File: config.mk
export PLATFORM = sky130hd
export DESIGN_NAME = simplediv_flat
export DESIGN_NICKNAME = d
export VERILOG_FILES = /design/src/rtl/simplediv_if.sv /design/src/rtl/simplediv.sv /design/src/flat_wrapper.sv
export SDC_FILE = /design/constraint.sdc
export NUM_CORES = 1
export LEC_CHECK = 0
export CAP_MARGIN = 15
export CELL_PAD_IN_SITES_DETAIL_PLACEMENT = 1
export CELL_PAD_IN_SITES_GLOBAL_PLACEMENT = 1
export CORE_MARGIN = 4
export CORE_UTILIZATION = 42
export DETAILED_ROUTE_END_ITERATION = 10
export GPL_ROUTABILITY_DRIVEN = 0
export PLACE_DENSITY_LB_ADDON = 0.1
export SYNTH_ARGS = -nofsm -noshare
export SYNTH_HDL_FRONTEND = slang
export SYNTH_SLANG_ARGS = --single-unit
File: constraint.sdc
create_clock -name clock -period 9.6 [get_ports clock]
set_clock_uncertainty 0.2 [all_clocks]
set_input_delay 0.96 -clock clock [delete_from_list [all_inputs] [get_ports clock]]
set_output_delay 0.96 -clock clock [all_outputs]
set_load 0.02 [all_outputs]
File: src/rtl/simplediv_if.sv
// simplediv_if: start/busy/done handshake and operand/result bus for simplediv
interface simplediv_if;
  logic        start;
  logic        poly;
  logic [31:0] rs1;
  logic [31:0] rs2;
  logic [63:0] rd;
  logic        busy;
  logic        done;
  modport master (output start, poly, rs1, rs2, input rd, busy, done);
  modport slave  (input start, poly, rs1, rs2, output rd, busy, done);
endinterface

File: src/rtl/simplediv.sv
// simplediv: iterative 32-bit unsigned divider, one quotient bit per cycle
// Define CLDIV_EN to add carry-less (GF(2)) polynomial division selected by poly.
module simplediv (
  input logic        clock,
  input logic        reset,
  simplediv_if.slave bus
);
  logic [31:0] q, d, r, r_nxt;
  logic [5:0]  cnt;
  logic        done, q_bit, int_ge;
  logic [32:0] s;
  assign s      = {r, q[31]};
  assign int_ge = s >= {1'b0, d};
`ifdef CLDIV_EN
  logic        m, cl_ge;
  logic [31:0] t;
  assign t     = s[31:0] ^ d;
  // t < s exactly when s holds the leading set bit of d
  assign cl_ge = t < s[31:0];
  always_comb begin
    q_bit = m ? cl_ge : int_ge;
    r_nxt = m ? (cl_ge ? t : s[31:0]) : (int_ge ? s[31:0] - d : s[31:0]);
  end
  always_ff @(posedge clock or posedge reset)
    if (reset) m <= 1'b0;
    else if (bus.start) m <= bus.poly;
`else
  always_comb begin
    q_bit = int_ge;
    r_nxt = int_ge ? s[31:0] - d : s[31:0];
  end
`endif
  // the remainder never exceeds 32 bits, so only its low word is stored
  always_ff @(posedge clock or posedge reset)
    if (reset) begin
      q    <= '0;
      r    <= '0;
      d    <= '0;
      cnt  <= '0;
      done <= 1'b0;
    end else if (bus.start) begin
      q    <= bus.rs1;
      r    <= '0;
      d    <= bus.rs2;
      cnt  <= 6'd32;
      done <= 1'b0;
    end else if (cnt != 6'd0) begin
      q    <= {q[30:0], q_bit};
      r    <= r_nxt;
      cnt  <= cnt - 6'd1;
      done <= cnt == 6'd1;
    end else begin
      done <= 1'b0;
    end
  assign bus.rd   = {r, q};
  assign bus.busy = cnt != 6'd0;
  assign bus.done = done;
endmodule

File: src/flat_wrapper.sv
// flat-port wrapper written by rule: the top's interface ports become plain ports
module simplediv_flat 
  (clock, reset, bus_start, bus_poly, bus_rs1, bus_rs2, bus_rd, bus_busy, bus_done);
  simplediv_if bus_i ();
  input logic clock;
  input logic reset;
  input wire logic [$bits(bus_i.start)-1:0] bus_start;
  input wire logic [$bits(bus_i.poly)-1:0] bus_poly;
  input wire logic [$bits(bus_i.rs1)-1:0] bus_rs1;
  input wire logic [$bits(bus_i.rs2)-1:0] bus_rs2;
  output wire logic [$bits(bus_i.rd)-1:0] bus_rd;
  output wire logic [$bits(bus_i.busy)-1:0] bus_busy;
  output wire logic [$bits(bus_i.done)-1:0] bus_done;
  assign bus_i.start = bus_start;
  assign bus_i.poly = bus_poly;
  assign bus_i.rs1 = bus_rs1;
  assign bus_i.rs2 = bus_rs2;
  assign bus_rd = bus_i.rd;
  assign bus_busy = bus_i.busy;
  assign bus_done = bus_i.done;
  simplediv u_core (.clock(clock), .reset(reset), .bus(bus_i));
endmodule
==> results of run 1 <==
==> per-layer routing <==
| metal | track usage | part of all wire | vias to the layer above |
|---|---|---|---|
| li1 | - | - | 2806 |
| met1 | 0.282 | 0.44 | 2841 |
| met2 | 0.374 | 0.50 | 116 |
| met3 | 0.0409 | 0.043 | 24 |
| met4 | 0.0694 | 0.017 | 0 |
| met5 | 0 | 0 | - |
==> sequential cells by signal (all words and copies together) (netlist names) <==
register,count
u_core.d,32
u_core.bus.done,1
u_core.r,32
u_core.cnt,6
u_core.q,32
==> metrics by stage <==
stage	instances	power (mW)
6_report	1030	2.30
5_1_grt	1030	2.49
4_1_cts	1030	2.32
3_5_place_dp	1014	1.94
3_3_place_gp	1014	1.90
2_1_floorplan	738	1.53
==> kinds of logic after synthesis <==
| kind of cell | synth area share |
|---|---|
| flip-flops | 0.402 |
| adder cells (fa/ha/maj) | 0.0695 |
| AND/OR/NAND/NOR | 0.164 |
| AO/OA/AOI/OAI | 0.205 |
| XOR/XNOR | 0.0355 |
| buffers and inverters | 0.0559 |
| multiplexers | 0.0676 |
==> layout make-up <==
type,count,share of cell area
well taps,184,0.0285
multi-input cells,546,0.430
flip-flops and latches,103,0.319
clock buffers,9,0.0279
inverters,44,0.0207
clock inverters,7,0.00681
repair buffers,137,0.168
==> synthesized netlist by cell type, drive strengths merged, types with 2 or more instances <==
cell type / n
o21ai: 81
nor3: 26
and3: 10
inv: 44
xor2: 12
o21a: 7
o31ai: 2
nor2b: 5
dfrtp: 103
nand3b: 4
nand4: 12
o41ai: 2
a311o: 2
mux2: 2
o211ai: 5
a21boi: 2
buf: 12
mux2i: 41
a211oi: 29
nor2: 59
xnor2: 14
or3: 5
clkbuf: 33
a31oi: 9
nand2b: 4
and2: 3
nand2: 91
a21o: 13
o21bai: 5
a211o: 5
nand3: 7
ha: 34
a21oi: 39
o22ai: 2
nand4b: 3
==> power groups by stage <==
| stage | logic [mW] | registers, mW | clock network [mW] |
|---|---|---|---|
| after global placement | 1.26 | 0.632 | 0 |
| after CTS | 1.32 | 0.632 | 0.371 |
| after detailed placement | 1.30 | 0.638 | 0 |
| after floorplan | 0.823 | 0.709 | 0 |
| final | 1.32 | 0.630 | 0.358 |
| after global routing | 1.45 | 0.648 | 0.392 |
==> worst register-to-register path: cells and delay by family, from the launching register on <==
family,cells,cell delay [ns]
adder cells (fa/ha/maj),1,0.44
AND/OR/NAND/NOR,2,0.23
AO/OA/AOI/OAI,7,1.81
buffers and inverters,1,0.51
flip-flops,1,0.43
==> worst paths after layout <==
check	startpoint	to	slack, ns	cells past startpoint
hold reg to reg	u_core.d[0]	u_core.d[0]	0.33	1
setup / recovery	u_core.r[23]	u_core.r[6]	5.83	11
setup reg to reg	u_core.r[23]	u_core.r[6]	5.83	11
hold / removal	u_core.d[0]	u_core.d[0]	0.33	1
max in group asynchronous	reset	u_core.q[5]	7.16	3
min in group asynchronous	reset	u_core.q[3]	0.81	2
==> metrics.md, run 1 <==
| Metric | Value |
|---|---|
| Crit path capture type | flop |
| Vias | 5787 |
| Via/cell ratio | 5.62 |
| Syn nets | 841 |
| Mapped Cells | 738 |
| NumNets Final | 944 |
| Critical path buffers and inverters | 1 |
| Most frequent cells in the layout | clkdlybuf4s50_1, dfrtp_1, nand2_1 |
| Clock slew at reported path FFs | 0.08 ns |
| Sw power | 1.03 mW |
| Final setup vio count | 0 |
| Final Critical Period | 3.77 ns |
| Ant. Diodes | 0 |
| Slowest CP cell | buf_4 |
| Drt first-iter violations | 288 |
| Antenna viol nets, final | 0 |
| CP Data Required Time | 9.60 ns |
| DIE AREA | 17300 um^2 |
| Core Area | 14800 um^2 |
| Power Density | 285 nW/um^2 |
| Die Wd | 132 um |
| DRT Pass-1 Iters | 4 |
| Clock share of power | 0.156 |
| CTS tree | yes |
| Clk sink count | 103 |
| Area grow syn2layout | 26.2% |
| EDFF count, synth | 0 |
| Outcome | finished, final reports clean |
| Internal | 1.28 mW |
| H-Tree Depth | 3 |
| Row cnt | 44 |
| Pre-CTS setup slack | 5.85 ns |
| Multi-input gate area | 3470 um^2 |
| Unrepaired setup endpoints after global routing | false |
| Commonest non-fill, non-tap cell in the layout | clkdlybuf4s50_1 |
| Register area | 2580 um^2 |
| Mapped Area | 6410 um^2 |
| Final Cell Area | 8080 um^2 |
| Gr usage total | 0.219 |
| Initial antenna violation count | 0 |
| Lkg Pwr | 3.65 nW |
| Vias in the first global route | 6298 |
| Synth area leaders | dfrtp_1, ha_1, mux2i_1 |
| Hold WC Path Type | reg -> reg |
| Cts bufs inserted | 9 |
| Max VDD drop | 0.000111 V |
| Port bufs | 132 |
| Final Hold Slack | 0.329 ns |
| Synth area leader | dfrtp_1 |
| Fmax | 265 MHz |
| Syn avg cell area | 8.68 um^2 |
| Residual DRC count | 0 |
| Sequential share of the synthesized area | 0.402 |
| Cts repair resizes | 0 |
| Drt total wl | 18600 um |
| Drt wl/cell | 18.1 um |
| Post-DP Area | 7800 um^2 |
| Sw Ratio | 0.446 |
| Predominant post-synthesis flop cell | dfrtp_1 |
| Synth unique cells | 53 |
| Worst Path Arrival | 3.77 ns |
| Share of cells above drive strength 1 | 0.0378 |
| CP cell instances | ha_1 -> a21o_1 -> o21bai_1 -> a31oi_1 -> o211ai_1 -> a311o_1 -> o21ai_4 -> buf_4 -> nor2_1 -> a211oi_1 -> nor3_1 |
| Combinational share of power | 0.571 |
| Die H | 132 um |
| Max Buffers Root-to-Sink | 2 |
| Root Buffer | clkbuf_16 |
| Top Family by Delay on Critical Path | compound AO/OA/AOI/OAI gates |
| Fin. max-slew vios | 0 |
| Setup ws final | 5.83 ns |
| Initial Util | 0.434 |
| Filler cell count | 1766 |
| Overflow after GRT | 0 |
| Setup TNS | 0 ns |
| Synthesis Warnings | 0 |
| Worst Path Max Fanout | 41 |
| Final period util | 0.393 |
| Max Cap Violations | 0 |
| Worst skew pair latency | 0.36 ns |
| CP startpoint kind | flop |
| First-pass GRT wire length | 31800 um |
| Postcts setup bufs | 0 |
| Critical path's largest stage delay | 0.51 ns |
| Io pins | 134 |
| Worst-margin pin slew | 0.865 ns |
| Rel. slew slack | 0.423 |
| Synth top area share | 0.402 |
| Asr flop ratio synth | 1.00 |
| Final core occ | 0.548 |
| Final Hold Fails | 0 |
| Final HPWL DP | 13300 um |
| Largest net degree at the start of global routing | 102 |
| Flop pwr share | 0.273 |
| Number of synthesized register bits | 103 |
| Hold_buf cts | 0 |
| CP Class | reg -> reg |
Power figures use the tool's default switching activity.
==> run 2: changes to the inputs <==
- CORE_UTILIZATION: 42 -> 35
- clock period: 9.6 -> 3.4 ns (I/O delays scaled with it)
==> metrics.md, run 2 (same netlist as run 1, synthesis figures left out) <==
| Metric | Value |
|---|---|
| Max VDD drop | 0.000329 V (was 0.000111 V) |
| Largest net degree at the start of global routing | 66 (was 102) |
| Row cnt | 49 (was 44) |
| Io pins | 134 (unchanged) |
| DIE AREA | 20500 um^2 (was 17300 um^2) |
| Outcome | finished, final reports clean (unchanged) |
| Most frequent cells in the layout | clkdlybuf4s50_1, dfrtp_1, nand2_1 (unchanged) |
| Drt wl/cell | 17.3 um (was 18.1 um) |
| Worst-case reg-to-reg path depth | 12 (was 11) |
| Final Cell Area | 8340 um^2 (was 8080 um^2) |
| Ant. Diodes | 0 (unchanged) |
| CP Class | reg -> reg (unchanged) |
| Reg-to-reg startpoint | u_core.q[31] (was u_core.r[23]) |
| Initial Util | 0.357 (was 0.434) |
| Via/cell ratio | 5.36 (was 5.62) |
| Post-DP Area | 8010 um^2 (was 7800 um^2) |
| Hold WC Path Type | in -> async (was reg -> reg) |
| Fin. max-slew vios | 0 (unchanged) |
| Die Wd | 143 um (was 132 um) |
| Port bufs | 132 (unchanged) |
| Final Critical Period | 3.23 ns (was 3.77 ns) |
| Antenna viol nets, final | 0 (unchanged) |
| NumNets Final | 958 (was 944) |
| Final core occ | 0.464 (was 0.548) |
| Drt first-iter violations | 234 (was 288) |
| Cts bufs inserted | 9 (unchanged) |
| Vias in the first global route | 6139 (was 6298) |
| Residual DRC count | 0 (unchanged) |
| Die H | 143 um (was 132 um) |
| Crit path capture type | flop (unchanged) |
| DRT Pass-1 Iters | 4 (unchanged) |
| Critical Path Source | u_core.q[31] (was u_core.r[23]) |
| Final HPWL DP | 14000 um (was 13300 um) |
| Drt total wl | 18800 um (was 18600 um) |
| Max Buffers Root-to-Sink | 2 (unchanged) |
| Lkg Pwr | 3.75 nW (was 3.65 nW) |
| Final Hold Slack | 0.214 ns (was 0.329 ns) |
| Final period util | 0.951 (was 0.393) |
| Core Area | 18000 um^2 (was 14800 um^2) |
| CP Data Required Time | 3.48 ns (was 9.60 ns) |
| FF-to-FF End | u_core.r[26] (was u_core.r[6]) |
| Overflow after GRT | 0 (unchanged) |
| Initial antenna violation count | 0 (unchanged) |
| Fmax | 309 MHz (was 265 MHz) |
| H-Tree Depth | 3 (unchanged) |
| Setup TNS | 0 ns (unchanged) |
| Root Buffer | clkbuf_16 (unchanged) |
| Share of cells above drive strength 1 | 0.0558 (was 0.0378) |
| CTS tree | yes (unchanged) |
| Area grow syn2layout | 30.2% (was 26.2%) |
| Top Registers | u_core.d (32), u_core.q (32), u_core.r (32) (unchanged) |
| Worst Path Max Fanout | 3 (was 41) |
| Clock slew at reported path FFs | 0.08 ns (about the same) |
| Final Hold Fails | 0 (unchanged) |
| Power Density | 806 nW/um^2 (was 285 nW/um^2) |
| First-pass GRT wire length | 31400 um (was 31800 um) |
| Vias | 5838 (was 5787) |
| Filler cell count | 2098 (was 1766) |
| Gr usage total | 0.187 (was 0.219) |
| Rel. slew slack | 0.573 (was 0.423) |
| CP startpoint kind | flop (unchanged) |
| Max Cap Violations | 0 (unchanged) |
| Worst Path Arrival | 3.31 ns (was 3.77 ns) |
| Final setup vio count | 0 (unchanged) |
| Reg2reg setup slack | 0.17 ns (was 5.83 ns) |
| Commonest non-fill, non-tap cell in the layout | clkdlybuf4s50_1 (unchanged) |
| Worst-margin pin slew | 0.640 ns (was 0.865 ns) |
| Worst skew pair latency | 0.36 ns (about the same) |
| Clk sink count | 103 (unchanged) |
| CP Capture Point | u_core.r[26] (was u_core.r[6]) |
| Unrepaired setup endpoints after global routing | false (unchanged) |
| Tot Pwr | 6.72 mW (was 2.30 mW) |
-- run 2: layout make-up --
class	instances	area [um^2]	share of cell area
well taps	229	287	0.0344
clock buffers	9	225	0.0270
flip-flops and latches	103	2580	0.309
multi-input cells	546	3480	0.418
inverters	44	168	0.0201
clock inverters	7	87.6	0.0105
repair buffers	151	1510	0.181
-- run 2: what timing repair did --
action                     4_1_cts  5_1_grt
resized for setup                0        2
setup endpoints to repair        0        1
setup buffers                    0        1
hold endpoints to repair         0        0
hold buffers                     0        0
-- run 2: worst max-delay path, cell delays in order, from the launching register on --
cell and delay [ns]:
dfrtp_1 0.35, inv_1 0.05, ha_1 0.22, fa_2 0.36, nand2b_4 0.16, a21oi_2 0.16, o211ai_1 0.16, a211o_1 0.34
a21o_1 0.20, a311o_1 0.31, and3_1 0.20, o31a_1 0.25, a211oi_2 0.21
-- run 2: through the flow --
stage | setup slack (ns) | std cells
2_1_floorplan | 0.156 | 738
3_3_place_gp | 0.120 | 1072
3_5_place_dp | 0.0994 | 1072
4_1_cts | 0.0391 | 1088
5_1_grt | 0.0460 | 1089
6_report | 0.168 | 1089
-- run 2: worst min path at each step --
stage / end / startpoint / slack (ns) / depth (start not counted)
floorplan: u_core.d[10] / bus_rs2[10] / 0.26 / 2
global placement: u_core.d[0] / u_core.d[0] / 0.30 / 1
detailed placement: u_core.d[0] / u_core.d[0] / 0.31 / 1
CTS: u_core.d[21] / reset / 0.24 / 2
global route: u_core.d[20] / reset / 0.27 / 2
finish: u_core.d[21] / reset / 0.21 / 2
-- run 2: metal layers --
| layer | routed length, um | GRT usage | share of wire |
|---|---|---|---|
| met5 | 0 | 0 | 0 |
| met3 | 786 | 0.0409 | 0.042 |
| met2 | 8970 | 0.311 | 0.48 |
| met1 | 8740 | 0.249 | 0.46 |
| met4 | 315 | 0.0476 | 0.017 |
-- run 2: where the power goes --
group          leakage, nW  switching, mW  internal [mW]
registers             1.31          0.273           1.50
clock network        0.154          0.526          0.591
logic                 2.29           2.14           1.70
